$ cat config.mk
export PLATFORM = sky130hd
export DESIGN_NAME = fixed_point_fft_stage_feeder_flat
export DESIGN_NICKNAME = d
export VERILOG_FILES = /design/src/rtl/fixed_point_fft_stage_feeder_if.sv /design/src/rtl/fixed_point_fft_stage_feeder.sv /design/src/flat_wrapper.sv
export SDC_FILE = /design/constraint.sdc
export NUM_CORES = 1
export LEC_CHECK = 0
export BUFFER_PORTS_ARGS = -buffer_cell sky130_fd_sc_hd__buf_2
export CAP_MARGIN = 10
export CORE_UTILIZATION = 50
export DETAILED_ROUTE_END_ITERATION = 12
export GPL_ROUTABILITY_DRIVEN = 0
export GPL_TIMING_DRIVEN = 0
export PLACE_DENSITY = 0.72
export SETUP_SLACK_MARGIN = 0.15
export SLEW_MARGIN = 10
export SYNTH_ARGS = -nofsm -noshare
export SYNTH_HDL_FRONTEND = slang
export SYNTH_SLANG_ARGS = --single-unit
$ cat constraint.sdc
create_clock -name clk -period 17.54 [get_ports clk]
set_input_delay 1.754 -clock clk [delete_from_list [all_inputs] [get_ports clk]]
set_output_delay 1.754 -clock clk [all_outputs]
set_load 0.005 [all_outputs]
$ cat src/rtl/fixed_point_fft_stage_feeder_if.sv
// Sample stream in, butterfly operand beats out, for the FFT stage feeder.
// The feeder uses the slave modport; the surrounding environment uses master.
interface fixed_point_fft_stage_feeder_if #(
    parameter int n = 32,
    parameter int N = 8,
    parameter int b = 2
);
    localparam int WW = (N > 2) ? $clog2(N / 2) : 1;

    logic          recv_val;
    logic          recv_rdy;
    logic [n-1:0]  recv_r;
    logic [n-1:0]  recv_c;
    logic          send_val;
    logic          send_rdy;
    logic [n-1:0]  ar   [b];
    logic [n-1:0]  ac   [b];
    logic [n-1:0]  br   [b];
    logic [n-1:0]  bc   [b];
    logic [WW-1:0] widx [b];

    modport master (
        output recv_val, recv_r, recv_c, send_rdy,
        input  recv_rdy, send_val, ar, ac, br, bc, widx
    );

    modport slave (
        input  recv_val, recv_r, recv_c, send_rdy,
        output recv_rdy, send_val, ar, ac, br, bc, widx
    );
endinterface

$ cat src/rtl/fixed_point_fft_stage_feeder.sv
// Buffers one N-sample complex frame, then issues it as radix-2 DIT butterfly
// operand pairs for stage STAGE, b pairs per beat, with their twiddle indices.
module fixed_point_fft_stage_feeder #(
    parameter int n     = 32,
    parameter int d     = 16,
    parameter int N     = 8,
    parameter int b     = 2,
    parameter int STAGE = 0
) (
    input  logic                          clk,
    input  logic                          reset,
    fixed_point_fft_stage_feeder_if.slave bus
);
    localparam int LOGN = $clog2(N);
    localparam int H    = 1 << STAGE;
    localparam int NB   = N / (2 * b);
    localparam int LW   = LOGN;
    localparam int BW   = (NB > 1) ? $clog2(NB) : 1;
    localparam int WW   = (N > 2) ? $clog2(N / 2) : 1;

    if ((N < 2) || ((N & (N - 1)) != 0) || (b < 1) || (((N / 2) % b) != 0) ||
        (STAGE < 0) || (STAGE >= LOGN) || (d > n)) begin : g_bad_params
        $error("fixed_point_fft_stage_feeder: unsupported parameter set");
    end

    typedef enum logic [0:0] {
        LOAD = 1'b0,
        EMIT = 1'b1
    } state_t;

    state_t        state_r;
    state_t        state_s;
    logic [LW-1:0] load_cnt_r;
    logic [LW-1:0] load_cnt_s;
    logic [BW-1:0] beat_cnt_r;
    logic [BW-1:0] beat_cnt_s;
    logic [n-1:0]  buf_re_r [N];
    logic [n-1:0]  buf_im_r [N];
    logic [LW-1:0] top_s    [b];
    logic [LW-1:0] bot_s    [b];
    logic [WW-1:0] widx_s   [b];

    // State and counter registers with synchronous reset.
    always_ff @(posedge clk) begin
        if (reset) begin
            state_r    <= LOAD;
            load_cnt_r <= {LW{1'b0}};
            beat_cnt_r <= {BW{1'b0}};
        end else begin
            state_r    <= state_s;
            load_cnt_r <= load_cnt_s;
            beat_cnt_r <= beat_cnt_s;
        end
    end

    // Frame buffer capture; contents are not cleared by reset.
    always_ff @(posedge clk) begin
        if (!reset && (state_r == LOAD) && bus.recv_val) begin
            buf_re_r[load_cnt_r] <= bus.recv_r;
            buf_im_r[load_cnt_r] <= bus.recv_c;
        end
    end

    // Next-state logic: the last sample or the last beat flips phase on the same edge.
    always_comb begin
        state_s    = state_r;
        load_cnt_s = load_cnt_r;
        beat_cnt_s = beat_cnt_r;
        case (state_r)
            LOAD: begin
                if (bus.recv_val) begin
                    if (load_cnt_r == LW'(N - 1)) begin
                        state_s    = EMIT;
                        load_cnt_s = {LW{1'b0}};
                    end else begin
                        load_cnt_s = load_cnt_r + LW'(1);
                    end
                end else begin
                    load_cnt_s = load_cnt_r;
                end
            end
            EMIT: begin
                if (bus.send_rdy) begin
                    if (beat_cnt_r == BW'(NB - 1)) begin
                        state_s    = LOAD;
                        beat_cnt_s = {BW{1'b0}};
                    end else begin
                        beat_cnt_s = beat_cnt_r + BW'(1);
                    end
                end else begin
                    beat_cnt_s = beat_cnt_r;
                end
            end
            default: begin
                state_s    = LOAD;
                load_cnt_s = {LW{1'b0}};
                beat_cnt_s = {BW{1'b0}};
            end
        endcase
    end

    // Pair j splits into group g and offset p; H is a power of two so these are shifts/masks.
    always_comb begin : pair_index
        int j;
        int g;
        int p;
        j = 0;
        g = 0;
        p = 0;
        for (int i = 0; i < b; i++) begin
            j         = (int'(beat_cnt_r) * b) + i;
            g         = j / H;
            p         = j % H;
            top_s[i]  = LW'((2 * H * g) + p);
            bot_s[i]  = LW'((2 * H * g) + p + H);
            widx_s[i] = WW'(p * (N / (2 * H)));
        end
    end

    // Handshake flags and operand outputs, forced to zero outside EMIT.
    always_comb begin
        bus.recv_rdy = (state_r == LOAD);
        bus.send_val = (state_r == EMIT);
        for (int i = 0; i < b; i++) begin
            if (state_r == EMIT) begin
                bus.ar[i]   = buf_re_r[top_s[i]];
                bus.ac[i]   = buf_im_r[top_s[i]];
                bus.br[i]   = buf_re_r[bot_s[i]];
                bus.bc[i]   = buf_im_r[bot_s[i]];
                bus.widx[i] = widx_s[i];
            end else begin
                bus.ar[i]   = {n{1'b0}};
                bus.ac[i]   = {n{1'b0}};
                bus.br[i]   = {n{1'b0}};
                bus.bc[i]   = {n{1'b0}};
                bus.widx[i] = {WW{1'b0}};
            end
        end
    end
endmodule

$ cat src/flat_wrapper.sv
// flat-port wrapper written by rule: the top's interface ports become plain ports
module fixed_point_fft_stage_feeder_flat 
#(
    parameter int n     = 32,
    parameter int d     = 16,
    parameter int N     = 8,
    parameter int b     = 2,
    parameter int STAGE = 0
)
  (clk, reset, bus_recv_val, bus_recv_r, bus_recv_c, bus_send_rdy, bus_recv_rdy, bus_send_val, bus_ar, bus_ac, bus_br, bus_bc, bus_widx);
  fixed_point_fft_stage_feeder_if #(.n(n), .N(N), .b(b)) bus_i ();
  input  logic clk;
  input  logic reset;
  input wire logic [$bits(bus_i.recv_val)-1:0] bus_recv_val;
  input wire logic [$bits(bus_i.recv_r)-1:0] bus_recv_r;
  input wire logic [$bits(bus_i.recv_c)-1:0] bus_recv_c;
  input wire logic [$bits(bus_i.send_rdy)-1:0] bus_send_rdy;
  output wire logic [$bits(bus_i.recv_rdy)-1:0] bus_recv_rdy;
  output wire logic [$bits(bus_i.send_val)-1:0] bus_send_val;
  output wire logic [$bits(bus_i.ar)-1:0] bus_ar;
  output wire logic [$bits(bus_i.ac)-1:0] bus_ac;
  output wire logic [$bits(bus_i.br)-1:0] bus_br;
  output wire logic [$bits(bus_i.bc)-1:0] bus_bc;
  output wire logic [$bits(bus_i.widx)-1:0] bus_widx;
  assign bus_i.recv_val = bus_recv_val;
  assign bus_i.recv_r = bus_recv_r;
  assign bus_i.recv_c = bus_recv_c;
  assign bus_i.send_rdy = bus_send_rdy;
  assign bus_recv_rdy = bus_i.recv_rdy;
  assign bus_send_val = bus_i.send_val;
  assign bus_ar = {>>{bus_i.ar}};
  assign bus_ac = {>>{bus_i.ac}};
  assign bus_br = {>>{bus_i.br}};
  assign bus_bc = {>>{bus_i.bc}};
  assign bus_widx = {>>{bus_i.widx}};
  fixed_point_fft_stage_feeder #(.n(n), .d(d), .N(N), .b(b), .STAGE(STAGE)) u_core (.clk(clk), .reset(reset), .bus(bus_i));
endmodule
After elaboration in Yosys (flattened, before gate mapping):

Memories as Yosys holds them, arrays and structs flattened. A register that Yosys moved wholly into a read port is not among the register bits.
Cells that the tools add are included.

* add/sub/neg operators: 5
* eq/ne operators: 1
* multiplexer cells: 21
* bitwise operators: 1
* reduce and logical (&&, ||, !) cells: 5

Operator list (count)
* $mux 32: 8
* $mux 3: 5
* $mux 1: 7
* $add 3x1->3 const B: 2
* $reduce_and 2->1: 2
* $add 3x2->3 const B: 1
* $eq 3x3->1 const B: 1
* $add 2x1->2 const B: 1
* $logic_and 1x1->1: 2
* $pmux 1 s2: 1
* $add 1x1->1 const B: 1
* $logic_not 1->1: 1
* $not 1->1: 1

* register bits after elaboration: 5
* RAM bits: 512
* input bits: 68
* output and inout bits: 262
* logic and storage cells: 38
* memories: 2

Memories
* u_core.buf_im_r: words 8, bits a word 32, read ports 4, clocked after memory_dff 1, wr ports 1, RTL line fixed_point_fft_stage_feeder.sv:38 `logic [n-1:0] buf_im_r [N];`
* u_core.buf_re_r: words 8, bits a word 32, read ports 4, clocked after memory_dff 1, wr ports 1, RTL line fixed_point_fft_stage_feeder.sv:37 `logic [n-1:0] buf_re_r [N];`

Logic depth before layout (Yosys ltp):

* word-level depth: 5
* gate-level depth with buffers: 5
* depth with buffers taken out: 5

Worst setup path after synthesis:

OpenSTA, ideal clock, no wires.

* path kind: in2reg
* start point: input port bus_recv_val
* end point: memory u_core.buf_im_r[2][0], enable pin
* setup time: 565 ps
* data arrival time: 6486 ps
* slack: 10489 ps
* cell stages on the path: 4
* buffers on the path: 1
* path through: nor2b_2 -> buf_4 -> nand3b_1 -> nor3_1

* longest elaborated chain between the ends: 3

Ends and longest elaborated chain
* start, declared: RTL line flat_wrapper.sv:14 `input wire logic [$bits(bus_i.recv_val)-1:0] bus_recv_val;`
* $logic_and 1x1->1: RTL line fixed_point_fft_stage_feeder.sv:58 `if (!reset && (state_r == LOAD) && bus.recv_val) begin`
* $mux 1: RTL line fixed_point_fft_stage_feeder.sv:58
* $mux 1 (not written as such): RTL line fixed_point_fft_stage_feeder.sv:60 `buf_im_r[load_cnt_r] <= bus.recv_c;`
* end, declared: RTL line fixed_point_fft_stage_feeder.sv:38

Every way passes these cells.

Worst setup path after layout:

* start point: register u_core.state_r, in the netlist u_core.bus.send_val
* end point: output port bus_ar[25]

* longest elaborated chain between the ends: 1

Ends and longest elaborated chain
* start, declared: RTL line fixed_point_fft_stage_feeder.sv:31 `state_t state_r;`
* start signal, assigned: RTL line fixed_point_fft_stage_feeder.sv:50 `state_r <= state_s;`
* $mux 32: RTL line fixed_point_fft_stage_feeder.sv:125 `if (state_r == EMIT) begin`
* end, declared: RTL line flat_wrapper.sv:20 `output wire logic [$bits(bus_i.ar)-1:0] bus_ar;`

Every way passes these cells.

==> impl_metrics.toml <==
[outcome]
status = "finished, final reports clean"

[timing]
period_share_pct = 23.5
setup_violations = 0
worst_pin_slew_ns = 0.819
fin_tns_setup_ns = 0
setup_ws_ns = 13.42
final_max_slew_viol_count = 0
min_period_ns = 4.12
fin_worst_skew_ns = 0.0124
fmax_ghz = 0.243
relSlewSlack_pct = 45.2
hold_violations = 0
rsz0062_at_grt = "no"

[cts]
cts.htree.levels = 2
path_clk_slew_ns = 0.06
cts_hold_buffers = 0
ctsResizeCount = 0
post_cts_buffers = 0
cts_root_buffer = "clkbuf_16"
cts_tree = "built"
cts_made_buffers = 50
clock_latency_ns = 0.57
clkSinkCount = 518
clk_path_buf_depth = 3

[pwr]
comb_power_share_pct = 2.0
switching_share_pct = 18.9
leakagePower_uw = 0.00853
power_frac_clock_pct = 42.4
ir_worst_vdd_uv = 82.5
p_seq_share_pct = 55.6
power.switching_uw = 468
p_int_uw = 2010
powerDensity_nw_per_um2 = 103

[global_routing]
gr-usage-met3_pct = 4.40
antenna_found_initial = 6
grt_usage_pct = 21.7
grt_max_degree = 25
top_usage_layer = "met2"
use_met2_pct = 36.4
first_global_vias = 10451
grt_use_met1_pct = 28.9
grt-ovfl-total = 0
grt_pass1_wl_um = 62500

[floorplan]
dieWidth_um = 200
pin_count = 330
die_h_um = 200
initial_core_util_pct = 50.6
core_area_um2 = 38600
num_rows = 72
die_area_um2 = 39900

[setup_path]
crit_arrival_ns = 2.37
crit_fanout = 10
cp.required_ns = 15.79
cp_common_cell = "buf_2"
cpPeakStageDelay_ns = 0.53
critPathSlowestCell = "buf_1"
worst-setup-path-type = "flip-flop to primary output"
critPathCaptureType = "primary output"
cp.buffers_inverters = 4
cp-start-kind = "flip-flop"
crit_chain = "inv_2, buf_2, buf_1, nor2_1, buf_2"
critical_path.top_delay_family = "buffers and inverters"

[job]
drv_cap = 0

[logic_synthesis]
ys_seq_elements = 518
synth-seq-area-share_pct = 79.2
syn_area_um2 = 19600
synth_cell_types = 21
postSynthAreaPerCell_um2 = 17.4
ys_warn_count = 0
synthCells = 1123

[cells_and_area]
drive_above_1_share_pct = 29.9
area_growth_pct = 23.0
fin_area_um2 = 24000
fin_nets = 1601
n_fill_cell = 2768
multiInputGateArea_um2 = 3780
seqCellArea_um2 = 15500

[place]
dp_slack_ns = 13.52
place_area_um2 = 22400
dp_hpwl_um = 29000
io_buffers = 325

[detailed_routing]
drtPass1Iterations = 5
routed-via-count = 10842
first_iter_violations = 634
ant_nets = 0
wl_um = 44000
drc = 0
routedWlPerCell_um = 21.1
via_per_inst = 5.19

[min_path]
hp-class = "flip-flop to flip-flop"
-- path summary, 6_finish.rpt --
check | from | end | slack, ns | cells after the start
setup / recovery | u_core.bus.send_val | bus_ar[25] | 13.42 | 5
hold reg to reg | u_core.load_cnt_r[1] | u_core.load_cnt_r[1] | 0.58 | 2
hold / removal | u_core.load_cnt_r[1] | u_core.load_cnt_r[1] | 0.58 | 2
setup reg to reg | u_core.bus.send_val | u_core.buf_re_r[0][12] | 15.00 | 6
-- metrics by stage --
step                      hold slack (ns)  total power (uW)  cells  utilization, %
after floorplan                     0.512              1420   1126               -
after global placement              0.536              1450   1969            56.5
after detailed placement            0.563              1460   1997            58.0
after CTS                           0.575              2500   2087            62.2
after global routing                0.597              2550   2090            62.2
final                               0.577              2480   2091            62.2
-- final cells by class --
type                       count  area share [%]
tap                          518            2.69
clock inverter                27            1.05
antenna                        4          0.0416
multi-input combinational    545            15.7
clock buffer                  63            5.67
buffer                        62            1.45
inverter                       1          0.0156
sequential                   518            64.4
timing repair buffer         353            8.93
-- cell usage in the layout (no fill, tap or decap), types with 2 or more instances in the layout --
master	n
edfxtp_1	512
buf_2	334
nor2_1	262
mux2i_1	259
clkbuf_16	53
buf_4	33
clkbuf_1	31
clkinv_1	12
buf_12	10
clkinv_2	8
buf_16	8
nor2_4	6
dfxtp_1	6
bufinv_16	5
diode_2	4
buf_1	4
conb_1	4
buf_6	3
nand2b_1	2
nand2_1	2
ha_1	2
buf_8	2
-- cells in the mapped netlist (all sizes together) --
cell type | instances | area, um^2
mux2i | 259 | 2590
xor2 | 1 | 8.76
dfxtp | 6 | 120
nand2 | 2 | 7.51
nor2b | 1 | 8.76
nand3b | 1 | 7.51
clkbuf | 21 | 78.8
nor2 | 268 | 1010
ha | 2 | 25.0
a311oi | 1 | 8.76
inv | 1 | 3.75
a21oi | 1 | 5.00
nor3 | 2 | 15.0
conb | 1 | 3.75
edfxtp | 512 | 15400
or3b | 1 | 11.3
buf | 41 | 270
nand2b | 2 | 12.5
-- state kept, by name, summed over array words and instances (netlist names), named ones only --
name / count
u_core.bus.send_val: 1
u_core.buf_im_r: 256
u_core.load_cnt_r: 3
u_core.buf_re_r: 256
u_core.beat_cnt_r: 1
-- per-layer routing --
metal  vias to the layer above  routed length (um)  share of wire, %
met2                       369               22000                50
met1                      5439               18400                42
met5                         -                  20             0.045
met4                         4                 692               1.6
li1                       4978                   -                 -
met3                        52                2880               6.5
-- power by group through the flow --
stage / combinational, uW / sequential (uW) / clock, uW
after detailed placement: 50.3 / 1410 / 0
after floorplan: 14.9 / 1410 / 0
after global placement: 41.2 / 1410 / 0
after global routing: 54.8 / 1380 / 1110
after CTS: 50.6 / 1380 / 1070
final: 50.1 / 1380 / 1050
-- worst register-to-register path, delay by kind of cell, from the launching register on --
kind,cells,cell delay (ns)
simple gates,3,1.24
buf+inv,3,0.61
flops,1,0.36
-- cell families (layout without fill, tap and decap cells) --
family / count (synthesis) / after routing / share of synthesized area [%]
adder cells (fa/ha/maj): 2 / 2 / 0.128
XOR/XNOR: 1 / 1 / 0.0448
multiplexers: 259 / 259 / 13.3
AND/OR/NAND/NOR: 277 / 277 / 5.46
other: 1 / 8 / 0.0192
AO/OA/AOI/OAI: 2 / 2 / 0.0703
buffers and inverters: 63 / 506 / 1.80
flip-flops: 518 / 518 / 79.2
No activity file was read; power rests on OpenSTA's default activity.
